$ cat src/rtl/fsm_eg_param.sv
// Four-state controller that walks x/y counters, with a dwell limit that forces entry to S3.
// Latency: every output is a flop updated on the rising edge; there is no backpressure and no comb path from a/b.
module fsm_eg_param #(
    parameter int DATA_WIDTH = 8,
    parameter int STEP       = 1,
    parameter int TIMEOUT    = 16
) (
    input  logic                  clk,
    input  logic                  rst_n,
    input  logic                  a,
    input  logic                  b,
    output logic [DATA_WIDTH-1:0] x,
    output logic [DATA_WIDTH-1:0] y,
    output logic [1:0]            state_o,
    output logic                  timeout_o
);

    localparam int CW = (TIMEOUT > 2) ? $clog2(TIMEOUT) : 1;
    localparam logic [DATA_WIDTH-1:0] STEP_W    = DATA_WIDTH'(STEP);
    localparam logic [CW-1:0]         DWELL_MAX = CW'(TIMEOUT - 1);

    typedef enum logic [1:0] {
        S0 = 2'd0,
        S1 = 2'd1,
        S2 = 2'd2,
        S3 = 2'd3
    } state_t;

    state_t                state_q, state_d;
    logic [CW-1:0]         dwell_q, dwell_d;
    logic [DATA_WIDTH-1:0] x_q, x_d;
    logic [DATA_WIDTH-1:0] y_q, y_d;
    logic                  timeout_q, timeout_d;
    logic                  at_lim;

    assign at_lim = (dwell_q == DWELL_MAX);

    always_comb begin
        state_d   = state_q;
        x_d       = x_q;
        y_d       = y_q;
        timeout_d = 1'b0;
        dwell_d   = '0;
        // Output action is selected by the current state, not the next one.
        case (state_q)
            S0: begin
                x_d = '0;
                y_d = '0;
                if (a) state_d = b ? S2 : S1;
            end
            S1: begin
                x_d = x_q + STEP_W;
                if (a)           state_d = b ? S2 : S0;
                else if (at_lim) state_d = S3;
            end
            S2: begin
                y_d = y_q + STEP_W;
                if (!b)          state_d = S0;
                else if (at_lim) state_d = S3;
            end
            S3: begin
                x_d = '1;
                y_d = '1;
                if (!a && !b) state_d = S0;
            end
            default: begin
                state_d = S0;
                x_d     = '0;
                y_d     = '0;
            end
        endcase
        timeout_d = (state_d == S3) && ((state_q == S1) || (state_q == S2));
        if ((state_d == state_q) && ((state_q == S1) || (state_q == S2)))
            dwell_d = dwell_q + CW'(1);
    end

    always_ff @(posedge clk or negedge rst_n) begin
        if (!rst_n) begin
            state_q   <= S0;
            dwell_q   <= '0;
            x_q       <= '0;
            y_q       <= '0;
            timeout_q <= 1'b0;
        end else begin
            state_q   <= state_d;
            dwell_q   <= dwell_d;
            x_q       <= x_d;
            y_q       <= y_d;
            timeout_q <= timeout_d;
        end
    end

    assign x         = x_q;
    assign y         = y_q;
    assign state_o   = state_q;
    assign timeout_o = timeout_q;

endmodule

$ cat config.mk
export PLATFORM = sky130hd
export DESIGN_NAME = fsm_eg_param
export DESIGN_NICKNAME = d
export VERILOG_FILES = /design/src/rtl/fsm_eg_param.sv
export SDC_FILE = /design/constraint.sdc
export NUM_CORES = 1
export LEC_CHECK = 0
export CORE_MARGIN = 1
export CORE_UTILIZATION = 53
export CTS_CLUSTER_DIAMETER = 40
export CTS_CLUSTER_SIZE = 24
export DETAILED_ROUTE_END_ITERATION = 7
export HOLD_SLACK_MARGIN = 0.08
export PLACE_DENSITY = 0.78
export SYNTH_ARGS = -nofsm -noshare
export SYNTH_HDL_FRONTEND = slang
export SYNTH_SLANG_ARGS = --single-unit
$ cat constraint.sdc
create_clock -name clk -period 2.1 [get_ports clk]
set_input_delay 0.21 -clock clk [delete_from_list [all_inputs] [get_ports clk]]
set_output_delay 0.21 -clock clk [all_outputs]
set_load 0.05 [all_outputs]
==> metrics.md, run 1 <==
| Metric | Value |
|---|---|
| Core area | 2500 um^2 |
| Clock-pin slew on the worst setup and hold paths | 0.14 ns |
| GPL Wtd Cong | 0.7949 |
| Final Util | 68.57% |
| CP peak stage delay | 0.51 ns |
| CP Depth | 6 |
| Most common cell in the synthesized netlist | dfrtp_1 |
| Mean area per synthesized cell | 9.343 um^2 |
| First-pass GRT wire length | 4830 um |
| Root Buffer Master | clkbuf_4 |
| Period utilisation layout | 92.30% |
| Most frequent cells after synthesis | dfrtp_1 (23), nand2_1 (14), a221o_1 (10) |
| Final antenna diode count | 0 |
| Post-synth EDFFs | 0 |
| Site Rows | 18 |
| FF-to-FF Start | state_o[1]$_DFF_PN0_ |
| HPWL Detailed | 2200 um |
| Post-cts resize count | 0 |
| Net count after synthesis | 165 |
| Worst Setup Start Kind | flop |
| Area contributors post-synth | dfrtp_1 (41%), ha_1 (7.9%), a221o_1 (7.0%) |
| IO Pins | 23 |
| Top delay family on crit path | flip-flops |
| Hold Vio Cnt, Final | 0 |
| Worst endpoint required time | 2.29 ns |
| Critical-path cell list | inv_1 -> ha_1 -> a21oi_1 -> or3_1 -> o221ai_1 -> nor4_1 |
| Port Buf Inserts | 22 |
| Max-cap viol count | 0 |
| CP Class | flop to flop |
| Detailed Route WL | 3077 um |
| Slew margin rel. | 63.63% |
| Post-place setup slack | 0.1565 ns |
| Worst Path Buf+Inv | 1 |
| Worst Setup SP | state_o[1]$_DFF_PN0_ |
| Die height | 53.77 um |
| Worst setup margin | 0.1617 ns |
| Synth cell types | 37 |
| Worst-path maximum fanout | 10 |
| Status | finished clean |
| RSZ-0062 raised after global routing | false |
| CTS tree | done |
| Reg2reg setup slack | 0.16 ns |
| Drt pass-1 iters | 4 |
| WP data arrival | 2.13 ns |
| Placed insts | 202 |
| P_leak | 0.7589 nW |
| Worst-Skew Late Latency | 0.31 ns |
| Area grow syn2layout | 20.70% |
| Netlist Area Pre-Place | 1420 um^2 |
| Worst reg2reg path depth | 6 |
| Crit path to | dwell_q[0]$_DFF_PN0_ |
| Die width | 53.77 um |
| Drt wl/cell | 14.94 um |
| Hold Crit Class | primary input to asynchronous set/reset pin |
| Reg2Reg Capture Point | dwell_q[0]$_DFF_PN0_ |
| CTS max path bufs | 2 |
| Finished Layout Cells | 206 |
| FFs w/ async S/R, synth | 100.0% |
| Synth area leader | dfrtp_1 |
| VDD IR-drop max | 0.001113 V |
| GRT Residual Overflow | 0 |
| Top-area cell type share of the netlist area | 40.53% |
| Post-Syn Instances | 152 |
| Routed Antenna Nets | 0 |
| Starting DRT DRC Count | 44 |
| Initial antenna violation count | 0 |
| Slowest-stage cell, CP | dfrtp_2 |
| Pwr Total | 2.897 mW |
| Worst-Margin Slew | 0.5456 ns |
| Max Clk Rate | 515.9 MHz |
| Vias in the first global route | 1,093 |
| Vias post-DR | 1,309 |
| Critical path endpoint category | flop |
| Final Setup Violations | 0 |
| Tmin final | 1.938 ns |
| Largest net degree at the start of global routing | 24 |
| Post-CTS setup buffers | 0 |
| Slew Viols, Final | 0 |
| Hold-fix buffers at CTS | 0 |
| Power Density | 1690 nW/um^2 |
| Vias per cell | 6.354 |
| Max H-tree Level | 1 |
| Sinks on Clock Net | 23 |
| Share of layout cells above drive strength 1 | 9.091% |
| Ys Warns | 0 |
| Post-synthesis sequential area ratio | 40.53% |
| Final setup TNS | 0 ns |
| Starting Density | 56.81% |
| TritonCTS Buffers | 3 |
| Seq cells post-synth | 23 |
| Synth Flop Type | dfrtp_1 |
| DRC | 0 |
| Layout Nets | 190 |
| DIE AREA | 2891 um^2 |
| GRT Overall Usage | 23.16% |
| Clk_skew | 0.005864 ns |
-- registers in the layout, summed over array words and instances (netlist names) --
name and flops:
dwell_q 4, state_o 2, timeout_o 1, x 8
y 8
-- through the flow --
step	hold slack [ns]	cell area [um^2]
after detailed placement	0.4953	1687
after global routing	0.2814	1714
final	0.2254	1714
after CTS	0.2334	1714
after floorplan	-0.08559	1423
after global placement	0.4568	1687
-- worst min-delay path by stage --
stage                              start                   end  slack, ns  cells past startpoint
finish                             rst_n      y[6]$_DFFE_PN0P_       0.23                      2
global route                       rst_n      y[6]$_DFFE_PN0P_       0.28                      2
global placement    dwell_q[0]$_DFF_PN0_  dwell_q[0]$_DFF_PN0_       0.46                      1
CTS                                rst_n      y[6]$_DFFE_PN0P_       0.23                      2
floorplan                          rst_n  dwell_q[0]$_DFF_PN0_      -0.09                      0
detailed placement  dwell_q[0]$_DFF_PN0_  dwell_q[0]$_DFF_PN0_       0.50                      1
-- where the power goes --
group / switching, mW / internal [mW] / total, mW
sequential: 0.240 / 0.618 / 0.858
combinational: 1.16 / 0.666 / 1.83
clock: 0.141 / 0.0712 / 0.212
-- kinds of logic (layout without fill, tap and decap cells) --
kind of cell | after synthesis | after routing | synth area share, %
and+or+nand+nor | 56 | 56 | 21.50
AOI/OAI and AO/OA | 44 | 44 | 22.12
DFF | 23 | 23 | 40.53
buffers and inverters | 14 | 38 | 3.788
adders and majority gates | 9 | 9 | 7.930
xor gates and xnor gates | 3 | 3 | 1.851
muxes | 3 | 3 | 2.291
-- layer usage --
| layer | GRT usage, % | vias to the layer above | share of wire, % |
|---|---|---|---|
| met4 | 13.60 | 0 | 2.1 |
| met1 | 31.29 | 626 | 46 |
| met3 | 3.672 | 8 | 4.8 |
| met2 | 34.57 | 51 | 47 |
| met5 | 0 | - | 0 |
| li1 | - | 624 | - |
-- placed cells by master, fill, tap and decap left out, drive strengths merged, types with 8 or more instances in the layout --
| master | instances |
|---|---|
| a21oi | 9 |
| nand3 | 9 |
| a221o | 10 |
| clkdlybuf4s50 | 22 |
| dfrtp | 23 |
| o21ai | 10 |
| ha | 9 |
| inv | 8 |
| nor3 | 8 |
| nand2 | 14 |
-- area by class of cell --
| cell class | count | area (um^2) |
|---|---|---|
| flip-flops and latches | 23 | 578.1 |
| well taps | 30 | 37.54 |
| multi-input cells | 115 | 790.8 |
| inverters | 8 | 30.03 |
| fillers | 196 | 785.8 |
| clock buffers | 3 | 22.52 |
| clock inverters | 1 | 5.005 |
| repair buffers | 26 | 250.2 |
No activity file was read; power rests on OpenSTA's default activity.
==> inputs of run 2 (changes only) <==
--- a/config.mk
+++ b/config.mk
@@ -12,6 +12,7 @@
 export DETAILED_ROUTE_END_ITERATION = 7
 export HOLD_SLACK_MARGIN = 0.08
 export PLACE_DENSITY = 0.78
+export SETUP_SLACK_MARGIN = 0.4
 export SYNTH_ARGS = -nofsm -noshare
 export SYNTH_HDL_FRONTEND = slang
 export SYNTH_SLANG_ARGS = --single-unit
==> metrics.md, run 2 (same netlist as run 1, synthesis figures left out) <==
| Metric | Value |
|---|---|
| Worst endpoint required time | 2.34 ns |
| TritonCTS Buffers | 3 |
| Largest net degree at the start of global routing | 24 |
| Layout Nets | 196 |
| Most frequent cells in the layout | dlygate4sd2_1 (17), dfrtp_1 (14), nand2_1 (13) |
| Worst-Skew Late Latency | 0.33 ns |
| Worst reg2reg path depth | 6 |
| Drt wl/cell | 16.37 um |
| Routed Antenna Nets | 0 |
| Final setup TNS | 0 ns |
| Max H-tree Level | 1 |
| CTS max path bufs | 2 |
| Port Buf Inserts | 22 |
| CP Class | flop to flop |
| Status | finished clean |
| Final Util | 77.93% |
| Share of layout cells above drive strength 1 | 26.92% |
| Max Clk Rate | 569.6 MHz |
| Drt pass-1 iters | 4 |
| Die height | 53.77 um |
| Busiest grt layer | met2 |
| Hold Vio Cnt, Final | 0 |
| Commonest non-fill, non-tap cell in the layout | dlygate4sd2_1 |
| P_leak | 0.8817 nW |
| DRC | 0 |
| Tmin final | 1.756 ns |
| First-pass GRT wire length | 5126 um |
| RSZ-0062 raised after global routing | true |
| IO Pins | 23 |
| WP data arrival | 2.00 ns |
| Sinks on Clock Net | 23 |
| Met2 Track Usage GR | 42.59% |
| Critical path endpoint category | flop |
| FF-to-FF Start | state_o[0]$_DFF_PN0_ |
| HPWL Detailed | 2129 um |
| Final antenna diode count | 0 |
| GRT Residual Overflow | 0 |
| Power Density | 1706 nW/um^2 |
| Max-cap viol count | 0 |
| DP Area | 1720 um^2 |
| GR Util met1 | 30.82% |
| Final Setup Violations | 0 |
| Hold_ws | 0.2157 ns |
| Vias in the first global route | 1,185 |
| CTS tree | done |
| Area grow syn2layout | 37.18% |
| Hold Crit Class | primary input to asynchronous set/reset pin |
| Die width | 53.77 um |
| Period utilisation layout | 83.61% |
| GRT Overall Usage | 24.30% |
| GR Util met3 | 2.542% |
| Clk_skew | 0.005998 ns |
| DIE AREA | 2891 um^2 |
| Starting DRT DRC Count | 32 |
| Worst-path maximum fanout | 5 |
| Site Rows | 18 |
| Worst Setup SP | state_o[0]$_DFF_PN0_ |
| Vias post-DR | 1,302 |
| VDD IR-drop max | 0.001644 V |
| Core area | 2500 um^2 |
| Slew Viols, Final | 0 |
| Worst Setup Start Kind | flop |
| Clock-pin slew on the worst setup and hold paths | 0.13 ns |
| Starting Density | 56.81% |
| Worst-Margin Slew | 0.4972 ns |
| Final instance area | 1948 um^2 |
| Detailed Route WL | 3471 um |
| GPL Wtd Cong | 0.8506 |
| Slew margin rel. | 66.80% |
| Root Buffer Master | clkbuf_4 |
| Initial antenna violation count | 0 |
| Vias per cell | 6.142 |
[run 2: path summary, 6_finish.rpt]
check,end,slack (ns)
min reg2reg,dwell_q[0]$_DFF_PN0_,0.50
max in group asynchronous,state_o[0]$_DFF_PN0_,1.63
min,x[6]$_DFFE_PN0P_,0.22
min in group clk,dwell_q[0]$_DFF_PN0_,0.50
max,dwell_q[3]$_DFF_PN0_,0.34
max reg2reg,dwell_q[3]$_DFF_PN0_,0.34
[run 2: worst max-delay path: stages, from the launching register on]
cell	delay [ns]
dfrtp_4	0.58
inv_6	0.11
ha_4	0.16
a21oi_2	0.06
or3_4	0.36
and4_4	0.19
nor4_4	0.21
[run 2: through the flow]
stage | std cells | setup slack, ns | power, mW
CTS | 209 | 0.3442 | 2.999
floorplan | 152 | 0.2847 | 2.227
global placement | 200 | 0.2536 | 2.702
detailed placement | 200 | 0.1715 | 2.743
global route | 212 | 0.3018 | 3.532
finish | 212 | 0.3442 | 3.324
[run 2: timing repair]
action / in CTS / in global routing
setup endpoints to repair: 30 / 12
gates cloned: 0 / 0
hold buffers: 0 / 0
pin swaps: 3 / 10
gates resized for setup: 27 / 20
setup buffers: 5 / 3
[run 2: layout make-up]
class / instances / area (um^2)
Sequential cell: 23 / 591.8
Clock inverter: 1 / 5.005
Timing Repair Buffer: 32 / 295.3
Fill cell: 173 / 551.8
Inverter: 8 / 37.54
Multi-Input combinational cell: 115 / 958.4
Clock buffer: 3 / 22.52
Tap cell: 30 / 37.54
[run 2: power breakdown]
group          leakage (nW)  switching (mW)  total [mW]  internal (mW)
clock                0.0177           0.142       0.214         0.0716
sequential            0.294           0.240       0.880          0.639
combinational         0.570            1.40        2.23          0.832
[run 2: per-layer routing]
| metal | vias up | share of wire [%] |
|---|---|---|
| met4 | 0 | 1.8 |
| li1 | 638 | - |
| met1 | 630 | 44 |
| met3 | 6 | 3.5 |
| met2 | 28 | 51 |
| met5 | - | 0 |
